==> src/rtl/alarm_trigger.sv <==
// ============================================================================
// Module      : alarm_trigger
// Description : Compares the running time with the stored alarm. It rings a
//               pulsed buzzer and handles the stop, snooze and timeout cases.
// Revision    : 1.0 - initial release
// ============================================================================
`default_nettype none

module alarm_trigger #(
   parameter int RING_TIMEOUT_S = 60,
   parameter int SNOOZE_S       = 300,
   parameter int MAX_SNOOZE     = 3,
   parameter int CNT_W          = 9
) (
   input  logic       clk,
   input  logic       rst,
   input  logic       tick_1hz,
   input  logic [1:0] time_hours_left,
   input  logic [3:0] time_hours_right,
   input  logic [2:0] time_minutes_left,
   input  logic [3:0] time_minutes_right,
   input  logic [1:0] alarm_hours_left,
   input  logic [3:0] alarm_hours_right,
   input  logic [2:0] alarm_minutes_left,
   input  logic [3:0] alarm_minutes_right,
   input  logic       alarm_on,
   input  logic       set_alarm_en,
   input  logic       stop_button,
   input  logic       snooze_button,
   output logic       buzzer,
   output logic       ringing,
   output logic       snooze_active,
   output logic [1:0] snooze_count
);

   localparam logic [CNT_W-1:0] C_RING_LAST  = CNT_W'(RING_TIMEOUT_S - 1);
   localparam logic [CNT_W-1:0] C_SNZ_LAST   = CNT_W'(SNOOZE_S - 1);
   localparam logic [1:0]       C_MAX_SNOOZE = 2'(MAX_SNOOZE);

   typedef enum logic [1:0] {
      IDLE    = 2'd0,
      RINGING = 2'd1,
      SNOOZE  = 2'd2
   } state_t;

   state_t           state_q;
   logic [CNT_W-1:0] sec_cnt_q;
   logic             buzzer_q;
   logic             ringing_q;
   logic             snooze_active_q;
   logic [1:0]       snooze_count_q;
   logic             match_q;

   logic             match;
   logic             trigger;
   logic             user_stop;
   logic [CNT_W-1:0] sec_inc;

   assign match = (time_hours_left    == alarm_hours_left)    &&
                  (time_hours_right   == alarm_hours_right)   &&
                  (time_minutes_left  == alarm_minutes_left)  &&
                  (time_minutes_right == alarm_minutes_right) &&
                  alarm_on && !set_alarm_en;
   assign trigger   = match & ~match_q;
   assign user_stop = stop_button | ~alarm_on;
   assign sec_inc   = (&sec_cnt_q) ? sec_cnt_q : sec_cnt_q + 1'b1;

   // ringing/snooze_active are registered together with the state they decode.
   always_ff @(posedge clk) begin
      if (rst) begin
         state_q         <= IDLE;
         sec_cnt_q       <= '0;
         buzzer_q        <= 1'b0;
         ringing_q       <= 1'b0;
         snooze_active_q <= 1'b0;
         snooze_count_q  <= 2'd0;
         match_q         <= 1'b1;
      end else begin
         match_q <= match;
         if (set_alarm_en) begin
            state_q         <= IDLE;
            sec_cnt_q       <= '0;
            buzzer_q        <= 1'b0;
            ringing_q       <= 1'b0;
            snooze_active_q <= 1'b0;
            snooze_count_q  <= 2'd0;
         end else begin
            case (state_q)
               IDLE: begin
                  buzzer_q <= 1'b0;
                  if (trigger) begin
                     state_q   <= RINGING;
                     ringing_q <= 1'b1;
                     buzzer_q  <= 1'b1;
                     sec_cnt_q <= '0;
                  end
               end
               RINGING: begin
                  if (tick_1hz) begin
                     buzzer_q  <= ~buzzer_q;
                     sec_cnt_q <= sec_inc;
                  end
                  if (user_stop) begin
                     state_q        <= IDLE;
                     ringing_q      <= 1'b0;
                     buzzer_q       <= 1'b0;
                     snooze_count_q <= 2'd0;
                  end else if (snooze_button && (snooze_count_q < C_MAX_SNOOZE)) begin
                     state_q         <= SNOOZE;
                     ringing_q       <= 1'b0;
                     snooze_active_q <= 1'b1;
                     buzzer_q        <= 1'b0;
                     sec_cnt_q       <= '0;
                     snooze_count_q  <= snooze_count_q + 2'd1;
                  end else if (tick_1hz && (sec_cnt_q == C_RING_LAST)) begin
                     state_q        <= IDLE;
                     ringing_q      <= 1'b0;
                     buzzer_q       <= 1'b0;
                     snooze_count_q <= 2'd0;
                  end
               end
               SNOOZE: begin
                  buzzer_q <= 1'b0;
                  if (tick_1hz) sec_cnt_q <= sec_inc;
                  if (user_stop) begin
                     state_q         <= IDLE;
                     snooze_active_q <= 1'b0;
                     snooze_count_q  <= 2'd0;
                  end else if (tick_1hz && (sec_cnt_q == C_SNZ_LAST)) begin
                     state_q         <= RINGING;
                     snooze_active_q <= 1'b0;
                     ringing_q       <= 1'b1;
                     buzzer_q        <= 1'b1;
                     sec_cnt_q       <= '0;
                  end
               end
               default: begin
                  state_q         <= IDLE;
                  ringing_q       <= 1'b0;
                  snooze_active_q <= 1'b0;
                  buzzer_q        <= 1'b0;
               end
            endcase
         end
      end
   end

   assign buzzer        = buzzer_q;
   assign ringing       = ringing_q;
   assign snooze_active = snooze_active_q;
   assign snooze_count  = snooze_count_q;

endmodule

`default_nettype wire

==> config.mk <==
export PLATFORM = sky130hd
export DESIGN_NAME = alarm_trigger
export DESIGN_NICKNAME = d
export VERILOG_FILES = /design/src/rtl/alarm_trigger.sv
export SDC_FILE = /design/constraint.sdc
export NUM_CORES = 1
export LEC_CHECK = 0
export CORE_ASPECT_RATIO = 1.25
export CORE_MARGIN = 2
export CORE_UTILIZATION = 25
export CTS_CLUSTER_DIAMETER = 100
export DETAILED_ROUTE_END_ITERATION = 6
export GPL_TIMING_DRIVEN = 0
export MAX_ROUTING_LAYER = met4
export PLACE_DENSITY = 0.47
export SETUP_SLACK_MARGIN = 0.5
export SLEW_MARGIN = 40
export SYNTH_ARGS = -nofsm -noshare
export SYNTH_HDL_FRONTEND = slang
export SYNTH_SLANG_ARGS = --single-unit
==> constraint.sdc <==
create_clock -name clk -period 2 [get_ports clk]
set_input_delay 0.3 -clock clk [delete_from_list [all_inputs] [get_ports clk]]
set_output_delay 0.3 -clock clk [all_outputs]
set_load 0.01 [all_outputs]
# Word-level counts from Yosys, hierarchy flattened
# Index checks and enable logic that the tools add are counted.
[word_totals] regBits=17 latchBits=0 mem_bits_rw=0 rom_bits=0 input_bits=33 output_inout_bits=5 wordCells=91 mem_count=0
[classes] addsub=2 mul=0 n_div=0 magnitude_cmp=1 n_eq_ne=17 n_shift=0 mux=39 n_bitwise=6 reduce_logical=19
[op_table] op="two-way mux 9 bit" n=7
[op_table] op="one-hot mux 9 bit (3 select lines)" n=1
[op_table] op="two-way mux 2 bit" n=9
[op_table] op="two-way mux 1 bit" n=17
[op_table] op="!= test 2 bit, second input constant" n=6
[op_table] op="adder 9 x 1 -> 9 bit, second input constant" n=1
[op_table] op="== test 9 x 6 -> 1 bit, second input constant" n=1
[op_table] op="== test 9 bit, second input constant" n=1
[op_table] op="one-hot mux 1 bit (3 select lines)" n=3
[op_table] op="AND reduction 9 bit" n=1
[op_table] op="== test 4 bit" n=2
[op_table] op="logical AND 1 bit" n=8
[op_table] op="AND reduction 4 bit" n=2
[op_table] op="one-hot mux 2 bit (3 select lines)" n=1
[op_table] op="AND reduction 3 bit" n=2
[op_table] op="!= test 5 bit, second input constant" n=1
[op_table] op="!= test 4 bit, second input constant" n=1
[op_table] op="NOT 1 bit" n=4
[op_table] op="one-hot mux 2 bit (2 select lines)" n=1
[op_table] op="== test 3 bit" n=1
[op_table] op="!= test 3 bit, second input constant" n=1
[op_table] op="nonzero test 3 bit" n=1
[op_table] op="adder 2 x 1 -> 2 bit, second input constant" n=1
[op_table] op="== test 2 x 1 -> 1 bit, second input constant" n=1
[op_table] op="other kinds (10)" n=10

# Depth between registers and ports, before layout
[depth] word_depth=9 depth_mapped=8 depth_no_buf=7

# Worst setup path after synthesis
# No wires, ideal clock.
[synth_timing] kind="register to register" from="reg sec_cnt_q[0]" to="reg sec_cnt_q[7]" setup_ns=0.086 arrival_ns=1.614 required_time_ns=1.914 slack_ns=0.299 path_stages_with_launch=8 path_buffers=1 period_less_slack_ns=1.701 cell_sequence="dfxtp_1 > ha_1 > and3_1 > buf_2 > a41oi_2 > o21ai_2 > a31o_2 > a221oi_2"
[synth_between] elab_chain_len=6 elab_cells_between_ends=11 classes_between="1 x add/sub; 1 x eq/ne; 7 x mux; 2 x reduce/logical"
[synth_lines] element="start: declaration" line_no="47" source="logic [CNT_W-1:0] sec_cnt_q;"
[synth_lines] element="start signal: assignment" line_no="101" source="sec_cnt_q <= sec_inc;"
[synth_lines] element="start signal: assignment" line_no="124" source="if (tick_1hz) sec_cnt_q <= sec_inc;"
[synth_lines] element="adder 9 x 1 -> 9 bit / AND reduction 9 bit (equally long branches)" line_no="66" source="assign sec_inc = (&sec_cnt_q) ? sec_cnt_q : sec_cnt_q + 1'b1;"
[synth_lines] element="two-way mux 9 bit" line_no="66"
[synth_lines] element="two-way mux 9 bit" line_no="99, 124"
[synth_lines] element="two-way mux 9 bit, on equally long branches" line_no="129, 108"
[synth_lines] element="two-way mux 9 bit, on equally long branches" line_no="125, 103"
[synth_lines] element="one-hot mux 9 bit (3 select lines) *" line_no="88" source="case (state_q)"
# Mark *: on every way between the ends. The rest lies on a longest branch, timed or not.
# A chain may end at the register's enable or synchronous reset.

# Final worst setup path
# Ends and elaborated chain as after synthesis.

==> run metrics <==
status=complete, no violations; Post-synth top flop=dfxtp_1; num ports=38; crit end category=register; crit path max fanout=5; Placer Congestion=0.747; routed wire length=4.20 mm; GRT Util Overall=14.9%; layout cells sized above 1=41.1%; max-capacitance violation count=0; Max-Slew Margin vs Limit=51.7%; storage element area=362 um^2; worst-skew pair later-pin latency=260 ps; multi-input logic area=1160 um^2; LEAKAGE=0.868 nW; die area=5920 um^2; H-Tree Depth=1; area leader, netlist=dfxtp_1; Core Region=5120 um^2; count of pins over their slew limit=0; pwr dens=326 nW/um^2; RSZ-0062 raised after global routing=true; #FFs+latches synth=17; Slowest cell on crit path=dfxtp_4; Initial DRC Count=82; clock sinks=17; clock tree buffer depth=2; WL per Instance=14.9 um; top cell type's share of synthesized area=25.6%; critical path class=register to register; fmax=0.591 GHz; Critical Path AT=1870 ps; post-DP HPWL=2.93 mm; period utilization=84.7%; total CTS buffers=3; Layout Skew=4.29 ps; global route total overflow=0; vias per inst=5.23; Initial DRT Pass Iterations=4; Die W=69.2 um; # diodes=0; CTS tree=built; synth warn=0; Antenna Violating Nets Remaining=0; final setup fails=0; synth unique cells=48; most frequent cells after synthesis=17 x dfxtp_1, 13 x xor2_1, 10 x inv_1, 10 x nand2_1, 9 x nor2_1; final core utilization=44.6%; Root Buffer=clkbuf_8; first-pass GRT wire length=7.07 mm; Mean Syn Cell Area=8.68 um^2; largest net degree at the start of global routing=11; most common cell in the netlist=dfxtp_1; antenna violations before repair=0; Synth-to-Final Area Change=71.8%; CP required=2170 ps; synthesized area=1330 um^2; PnR Total Power=743 uW; Cells after Synth=153; Starting Density=26.0%; type of the worst min-delay path=input port to register; Reg clk slew, reported paths=80 ps; Filler cells=501; Post-synth EDFFs=0; CP max stage delay=360 ps; Startpoint Class=register; Die Span Y=85.5 um; Std-Cell Rows=29; Tmin final=1690 ps; total nets after synthesis=192; PortBufs=37; final hold vios=0; Seq/Total Area, Yosys=25.6%; synth top area cells=dfxtp_1 26%, xor2_1 8.6%, ha_1 5.6%; crit-path cells=ha_4 > and3_4 > buf_6 > a41oi_4 > o21ai_4 > a31o_2 > a221oi_2; Layout Nets=259; maximum VDD drop=0.000234 V; Worst-Margin Slew=722 ps; vias post-DR=1,469; number of global-route vias before repair=1,557; post-route DRC violation count=0; share of flip-flops with an asynchronous set or reset=0%
==> what timing repair did <==
item,4_1_cts,5_1_grt
hold buffers,0,0
buffers inserted,17,7
pin swaps,35,10
cloned,1,0
setup endpoints to repair,16,18
hold endpoints to repair,0,0
resized for setup,74,14
==> final cells by class <==
cell class,instances,share of cell area [%]
clock inverter,1,0.219
clock buffer,3,1.81
multi-input combinational,121,51.0
timing repair buffer,62,23.7
buffer,5,2.25
tap,62,3.40
sequential,17,15.8
inverter,10,1.75
==> where the power goes <==
part	switching [mW]	internal (mW)	leakage, nW
logic	0.0616	0.0665	0.700
registers	0.000997	0.334	0.143
clock network	0.141	0.139	0.0255
==> worst max-delay path: cells and delay by family (launching register included) <==
family          cells  cell delay (ps)
compound gates      4              790
flops               1              360
fa+ha+maj           1              160
simple gates        1              160
buf+inv             1              120
==> state kept, by name (all words and copies together), names as in the netlist <==
register	cells
ringing	1
state_q	2
snooze_active	1
sec_cnt_q	9
buzzer	1
match_q	1
snooze_count	2
==> placed cells by master (no fill, tap or decap), types with 4 or more instances in the layout <==
| master | n |
|---|---|
| xor2_2 | 5 |
| clkbuf_8 | 4 |
| nand3_1 | 5 |
| a221oi_2 | 4 |
| a32o_1 | 5 |
| clkdlybuf4s50_1 | 5 |
| clkdlybuf4s15_1 | 4 |
| dfxtp_2 | 5 |
| nor3_1 | 5 |
| ha_1 | 4 |
| nand2_1 | 9 |
| nor2_1 | 9 |
| xor2_1 | 8 |
| inv_1 | 7 |
| dfxtp_1 | 8 |
| dlygate4sd2_1 | 26 |
| nand4_1 | 4 |
| dfxtp_4 | 4 |
| buf_4 | 24 |
==> metrics by stage <==
step                cells  setup TNS, ps  setup WS [ps]  instance area, um^2  hold slack [ps]
floorplan             153              0            412                 1380              394
global placement      252          -1600           -216                 1830              479
detailed placement    252          -1830           -211                 1830              484
CTS                   274              0            298                 2170              413
global route          281              0            229                 2280              450
finish                281              0            307                 2280              407
==> worst paths after layout <==
| check | startpoint | end | slack (ps) | cells past startpoint |
|---|---|---|---|---|
| max | sec_cnt_q[0] | sec_cnt_q[7] | 310 | 7 |
| min | rst | match_q | 410 | 2 |
| max reg2reg | sec_cnt_q[0] | sec_cnt_q[7] | 310 | 7 |
| min reg2reg | snooze_active | snooze_active | 500 | 2 |
==> kinds of logic (layout without fill, tap and decap cells) <==
family	after synthesis	after routing	synth area share, %
AOI/OAI and AO/OA	38	38	25.0
xor gates and xnor gates	13	13	8.57
adders and majority gates	6	6	5.65
buffers and inverters	15	81	4.90
DFF	17	17	25.6
muxes	2	2	1.51
and+or+nand+nor	62	62	28.8
==> layer usage <==
layer | vias to the layer above | GRT usage (%) | routed length (um) | share of wire (%)
met5 | - | - | 0 | 0
met4 | 0 | 3.03 | 40 | 0.95
met3 | 6 | 2.12 | 165 | 3.9
met2 | 46 | 27.8 | 2220 | 53
met1 | 702 | 17.0 | 1770 | 42
li1 | 715 | - | - | -
(Power assumes the default switching activity.)
